File: src/rtl/imem_load_ctrl.sv
// Program-load controller and single-port arbiter for the instruction memory.
// Packs a host byte stream into little-endian words and stalls the core while loading.
module imem_load_ctrl #(
    parameter int DEPTH  = 256,
    parameter int ADDR_W = 8
) (
    input  logic              clk,
    input  logic              rst_n,
    input  logic              start,
    input  logic [ADDR_W:0]   word_count,
    input  logic              byte_valid,
    input  logic [7:0]        byte_data,
    output logic              byte_ready,
    input  logic [31:0]       fetch_addr,
    output logic [ADDR_W-1:0] mem_addr,
    output logic [31:0]       mem_wdata,
    output logic              mem_we,
    output logic              cpu_hold,
    output logic              busy,
    output logic              done,
    output logic              err
);

    localparam logic [ADDR_W:0] DEPTH_C = DEPTH[ADDR_W:0];
    localparam logic [ADDR_W:0] ONE_C   = {{ADDR_W{1'b0}}, 1'b1};

    typedef enum logic [1:0] {
        IDLE  = 2'd0,
        LOAD  = 2'd1,
        WRITE = 2'd2,
        DONE  = 2'd3
    } state_t;

    state_t              state_q, state_d;
    logic [ADDR_W-1:0]   ptr_q, ptr_d;
    logic [ADDR_W:0]     rem_q, rem_d;
    logic [1:0]          idx_q, idx_d;
    logic [31:0]         wdata_q, wdata_d;
    logic                byte_ready_q, byte_ready_d;
    logic                mem_we_q, mem_we_d;
    logic                cpu_hold_q, cpu_hold_d;
    logic                busy_q, busy_d;
    logic                done_q, done_d;
    logic                err_q, err_d;

    logic                accept;
    logic                start_idle;
    logic                unused_fetch_hi;

    assign accept     = (state_q == LOAD) && byte_valid && byte_ready_q;
    assign start_idle = (state_q == IDLE) && start;

    // Only the word index reaches the memory; upper fetch bits wrap.
    assign unused_fetch_hi = ^fetch_addr[31:ADDR_W];

    always_ff @(posedge clk or negedge rst_n) begin
        if (!rst_n) begin
            state_q <= IDLE;
        end else begin
            state_q <= state_d;
        end
    end

    always_comb begin
        state_d = state_q;
        unique case (state_q)
            IDLE: begin
                if (start && (word_count != '0)) begin
                    state_d = LOAD;
                end
            end
            LOAD: begin
                if (accept && (idx_q == 2'd3)) begin
                    state_d = WRITE;
                end
            end
            WRITE: begin
                state_d = (rem_q == ONE_C) ? DONE : LOAD;
            end
            DONE: begin
                state_d = IDLE;
            end
            default: begin
                state_d = IDLE;
            end
        endcase
    end

    always_comb begin
        ptr_d   = ptr_q;
        rem_d   = rem_q;
        idx_d   = idx_q;
        wdata_d = wdata_q;
        err_d   = err_q;

        if (start_idle) begin
            ptr_d = '0;
            idx_d = '0;
            if (word_count > DEPTH_C) begin
                rem_d = DEPTH_C;
                err_d = 1'b1;
            end else begin
                rem_d = word_count;
                err_d = 1'b0;
            end
        end

        if (accept) begin
            unique case (idx_q)
                2'd0: wdata_d[7:0]   = byte_data;
                2'd1: wdata_d[15:8]  = byte_data;
                2'd2: wdata_d[23:16] = byte_data;
                2'd3: wdata_d[31:24] = byte_data;
                default: wdata_d = wdata_q;
            endcase
            idx_d = idx_q + 2'd1;
        end

        if (state_q == WRITE) begin
            ptr_d = ptr_q + 1'b1;
            rem_d = rem_q - ONE_C;
        end

        // Strobes are registered from the next state so they align with it.
        byte_ready_d = (state_d == LOAD);
        mem_we_d     = (state_d == WRITE);
        busy_d       = (state_d != IDLE);
        cpu_hold_d   = (state_d != IDLE);
        done_d       = (state_d == DONE)
                     || (start_idle && (word_count == '0));
    end

    always_ff @(posedge clk or negedge rst_n) begin
        if (!rst_n) begin
            ptr_q        <= '0;
            rem_q        <= '0;
            idx_q        <= '0;
            wdata_q      <= '0;
            byte_ready_q <= 1'b0;
            mem_we_q     <= 1'b0;
            cpu_hold_q   <= 1'b0;
            busy_q       <= 1'b0;
            done_q       <= 1'b0;
            err_q        <= 1'b0;
        end else begin
            ptr_q        <= ptr_d;
            rem_q        <= rem_d;
            idx_q        <= idx_d;
            wdata_q      <= wdata_d;
            byte_ready_q <= byte_ready_d;
            mem_we_q     <= mem_we_d;
            cpu_hold_q   <= cpu_hold_d;
            busy_q       <= busy_d;
            done_q       <= done_d;
            err_q        <= err_d;
        end
    end

    assign mem_addr   = busy_q ? ptr_q : fetch_addr[ADDR_W-1:0];
    assign mem_wdata  = wdata_q;
    assign byte_ready = byte_ready_q;
    assign mem_we     = mem_we_q;
    assign cpu_hold   = cpu_hold_q;
    assign busy       = busy_q;
    assign done       = done_q;
    assign err        = err_q;

endmodule
File: config.mk
export PLATFORM = sky130hd
export DESIGN_NAME = imem_load_ctrl
export DESIGN_NICKNAME = d
export VERILOG_FILES = /design/src/rtl/imem_load_ctrl.sv
export SDC_FILE = /design/constraint.sdc
export NUM_CORES = 1
export LEC_CHECK = 0
export CAP_MARGIN = 20
export CORE_ASPECT_RATIO = 1.5
export CORE_MARGIN = 2
export CORE_UTILIZATION = 40
export DETAILED_ROUTE_END_ITERATION = 8
export HOLD_SLACK_MARGIN = 0.08
export PLACE_DENSITY = 0.76
export SLEW_MARGIN = 20
export SYNTH_ARGS = -nofsm -noshare
export SYNTH_HDL_FRONTEND = slang
export SYNTH_SLANG_ARGS = --single-unit
File: constraint.sdc
create_clock -name clk -period 1.6 [get_ports clk]
set_input_delay 0.32 -clock clk [delete_from_list [all_inputs] [get_ports clk]]
set_output_delay 0.32 -clock clk [all_outputs]
set_load 0.03 [all_outputs]
After elaboration in Yosys (flattened, before gate mapping)
Index checks and enable logic that the tools add are counted.
- register bits: 58
- input bits: 53
- output and inout bits: 46
- word-level logic and storage cells: 58
- equality and inequality tests: 10
- add/sub/neg operators: 3
- mux-type cells: 13
- $lt $le $gt $ge: 1
- reductions and logical operators: 18
- operators by type and width (operator ; number):
    $mux 9 ; 3
    $mux 8 ; 3
    $eq 2x2->1 const B ; 6
    $mux 2 ; 5
    $eq 9x1->1 const B ; 1
    $gt 9x9->1 const B ; 1
    $logic_not 9->1 ; 1
    $reduce_bool 9->1 ; 1
    $sub 9x1->9 const B ; 1
    $add 8x1->8 const B ; 1
    $pmux 2 s4 ; 1
    $reduce_and 2->1 ; 4
    $eq 2x1->1 const B ; 3
    $logic_and 1x1->1 ; 6
    $reduce_bool 2->1 ; 3
    $logic_not 2->1 ; 2
    $add 2x1->2 const B ; 1
    $logic_or 1x1->1 ; 1
    $mux 1 ; 1

Longest topological paths before layout
- depth after elaboration: 8
- mapped depth: 6
- depth with buffers taken out: 5

Worst setup path after synthesis
No wires, ideal clock.
- kind: register to output
- start: reg busy_q (netlist: busy)
- end: out mem_addr[0]
- data required time: 1.280 ns
- arrival time: 1.276 ns
- setup slack: 0.004 ns
- buffers on the path: 1
- cell stages (with the launch flop): 3
- path through: dfrtp_1 > clkbuf_1 > mux2_2
- cells in the longest elaborated chain, start to end: 1
- RTL lines (item ; RTL line ; source):
    start: declaration ; 42 ; logic busy_q, busy_d;
    start signal: assignment ; 153 ; busy_q <= busy_d;
    $mux 8 ; 159 ; assign mem_addr = busy_q ? ptr_q : fetch_addr[ADDR_W-1:0];
    end: declaration ; 15 ; output logic [ADDR_W-1:0] mem_addr,
Every way passes these cells.

Worst setup path after layout
Same ends and word-level chain as after synthesis.

==> flow_summary.toml <==
[sta]
finalSetupViolations = 8
hold_violations = 0
rsz0062_at_grt = "true"
layout_min_cycle_time_ps = 1641
worst_pin_slew_ps = 448.5
fin_crit_sh_pct = 102.6
tns_ps = -222.8
relSlewSlack_pct = 69.83
hold_slack_ps = 482.4
fmax_mhz = 609.4
drv_slew = 0
fin_skew_ps = 5.336
fin_ws_ps = -40.97

[cells_and_area]
fillerInstances = 565
drive_above_1_share_pct = 30.89
antenna_cells = 0
stdcell_count = 403
area_delta_synth_final_pct = 43.99
fin_nets = 383
fin_util_pct = 59.66
final_area_sq_um = 3870

[logic_synthesis]
synth_top_cell_by_area = "dfrtp_1"
synth_edf_count = 0
synthAdderAreaFrac_pct = 3.259
synth_top_family_by_area = "multiplexers"
syn_area_per_cell_sq_um = 12.16
synth_common_cells = "58 x dfrtp_1, 40 x mux2_2, 15 x nand2_1"
syn_nets = 281
synthSimpleGateAreaFrac_pct = 12.85
synth_top_area_share_pct = 54.00
synth_area_leaders = "dfrtp_1 54%, mux2_2 17%, ha_1 3.3%"
synth_ff_type = "dfrtp_1"
ys_seq_area_share_pct = 54.00
syn_inst = 221
yosysMostFrequentCell = "dfrtp_1"
ys_types = 42
async_flop_share_pct = 100.0
syn_area_sq_um = 2688
synth-seq-cells = 58
yosys_warnings = 0
yosys.area_share.xor_xnor_pct = 0.3259
synth_compound_area_share_pct = 8.240
synthMuxAreaShare_pct = 18.25

[setup_path]
reg2reg_slack_ps = 50
path_buf_inv = 2
r2r_cells = 5
cp-end-kind = "output port"
r2r-start = "rem_q[1]$_DFFE_PN0P_"
critical_path_class = "register to output port"
path_common_cell = "buf_6"
path_max_fanout = 5
crit_chain = "buf_6 > mux2_4 > buf_6"
max_stage_delay_ps = 410
required_ps = 1280
r2r-end = "rem_q[6]$_DFFE_PN0P_"
cp_top_family = "flip-flops"
critPathArrivalTime_ps = 1320
cpMaxStageDelayCell = "dfrtp_2"
worstSetupStartpointType = "register"

[grt]
antenna_found_initial = 0
grt_pass1_vias = 2152
grt_pass1_wl_microns = 10240
grt_start_max_net_pins = 59
grt_overflow_total = 0
grt_usage_pct = 17.91

[floorplanning]
fp.coreArea_sq_um = 6486
rows = 36
die_w_microns = 70.93
die_y_microns = 104.4
io_pins = 99
die-area_sq_um = 7404
start_util_pct = 41.44

[clock_tree]
cts_root_buf = "clkbuf_8"
cts_tree = "built"
clock-sinks = 58
cts_buffers = 9
insertion_delay_ps = 330
cts.path.max_buffers = 2
htree_levels = 3
path_clk_slew_ps = 60

[placement]
place_area_sq_um = 3622
place_inst = 384
dp_worst_setup_slack_ps = -301.7
port_buffers = 74
place_hpwl_microns = 4430
place_congestion = 0.9171

[route]
routedWlPerCell_microns = 14.99
first_pass_iters = 4
drc = 0
totalWireLength_microns = 6042
drtIter0Drc = 91
num_vias = 2112
ant_nets = 0
via_per_inst = 5.241

[power_and_ir_drop]
powerDensity_nw_per_um2 = 1908
finalPower_mw = 7.385
vdd_drop_max_mv = 0.7842
p_leak_nw = 1.837

[job]
max_cap_viol_count = 0

[worst_hold_path]
min_from = "ptr_q[7]$_DFFE_PN0P_"
hold_path.class = "register to register"
holdPathStages = 1
hold_path_end = "ptr_q[7]$_DFFE_PN0P_"

[outcome]
violations = "setup timing"
status = "finished with violations"
[kinds of logic after synthesis]
group / Yosys count
adder cells (fa/ha/maj): 7
multiplexers: 44
AO/OA/AOI/OAI: 34
buffers and inverters: 17
flip-flops: 58
AND/OR/NAND/NOR: 60
XOR/XNOR: 1
[worst max path at each step]
stage | from | to | cells after the start
global placement | word_count[4] | byte_ready$_DFF_PN0_ | 4
global route | busy$_DFF_PN0_ | mem_addr[4] | 3
finish | busy$_DFF_PN0_ | mem_addr[0] | 3
CTS | busy$_DFF_PN0_ | mem_addr[4] | 3
floorplan | busy$_DFF_PN0_ | mem_addr[0] | 2
detailed placement | start | rem_q[6]$_DFFE_PN0P_ | 4
[power by group]
group          internal [mW]  switching, mW
Combinational           1.53           2.00
Sequential              2.08          0.399
Clock                  0.835          0.532
Total                   4.45           2.94
[layout by cell type (no fill, tap or decap), types with 2 or more instances in the layout]
cell type        count
mux2i_1              4
a31oi_1              2
and4b_1              2
a311oi_1             2
buf_4               24
nand4_1              4
or4_1                4
clkdlybuf4s50_1     27
nand2b_1             2
dlygate4sd2_1       36
mux2_2              39
buf_6               11
nor4_1               2
clkbuf_8            12
a211o_1              2
a21oi_1             10
nand3_1              7
nor2_1               5
nand2_2              3
inv_1                7
a21o_1               2
nor2b_1              2
ha_1                 7
a22oi_1              2
nor3_1               3
dfrtp_2              2
or3_1                2
nand2_1             15
dfrtp_1             56
o21ai_0              7
a211oi_1             2
and4_1               2
[registers in the layout, indices dropped and copies added (netlist names)]
register    flops
mem_wdata      32
rem_q           9
ptr_q           8
idx_q           2
state_q         2
busy            1
byte_ready      1
done            1
err             1
mem_we          1
[worst register-to-register path, stage by stage, from the launching register on]
cell and delay [ps]:
dfrtp_1 400, inv_1 80, ha_1 200, nand3b_1 220, or3_1 400, a31oi_1 170
[routing by layer]
metal | routed length, microns | vias up | track usage (%)
met3 | 279 | 11 | 4.748
met4 | 126 | 0 | 8.625
met5 | 0 | - | 0
li1 | - | 1011 | -
met1 | 2494 | 1030 | 20.97
met2 | 3141 | 60 | 29.91
[timing repair]
action	CTS	global route
endpoints found under the setup margin	44	16
setup buffers	2	1
hold endpoints to repair	58	0
gates resized for setup	48	6
hold buffers	1	0
[cell type report]
class	instances	area, sq um	area share [%]
clock buffer	13	168.9	4.365
clock inverter	2	35.03	0.9053
inverter	7	26.28	0.6790
multi-input combinational	146	1166	30.13
sequential	58	1454	37.57
tap	76	95.09	2.457
timing repair buffer	101	924.6	23.89
Note: power is estimated with default switching activity, not from simulation.
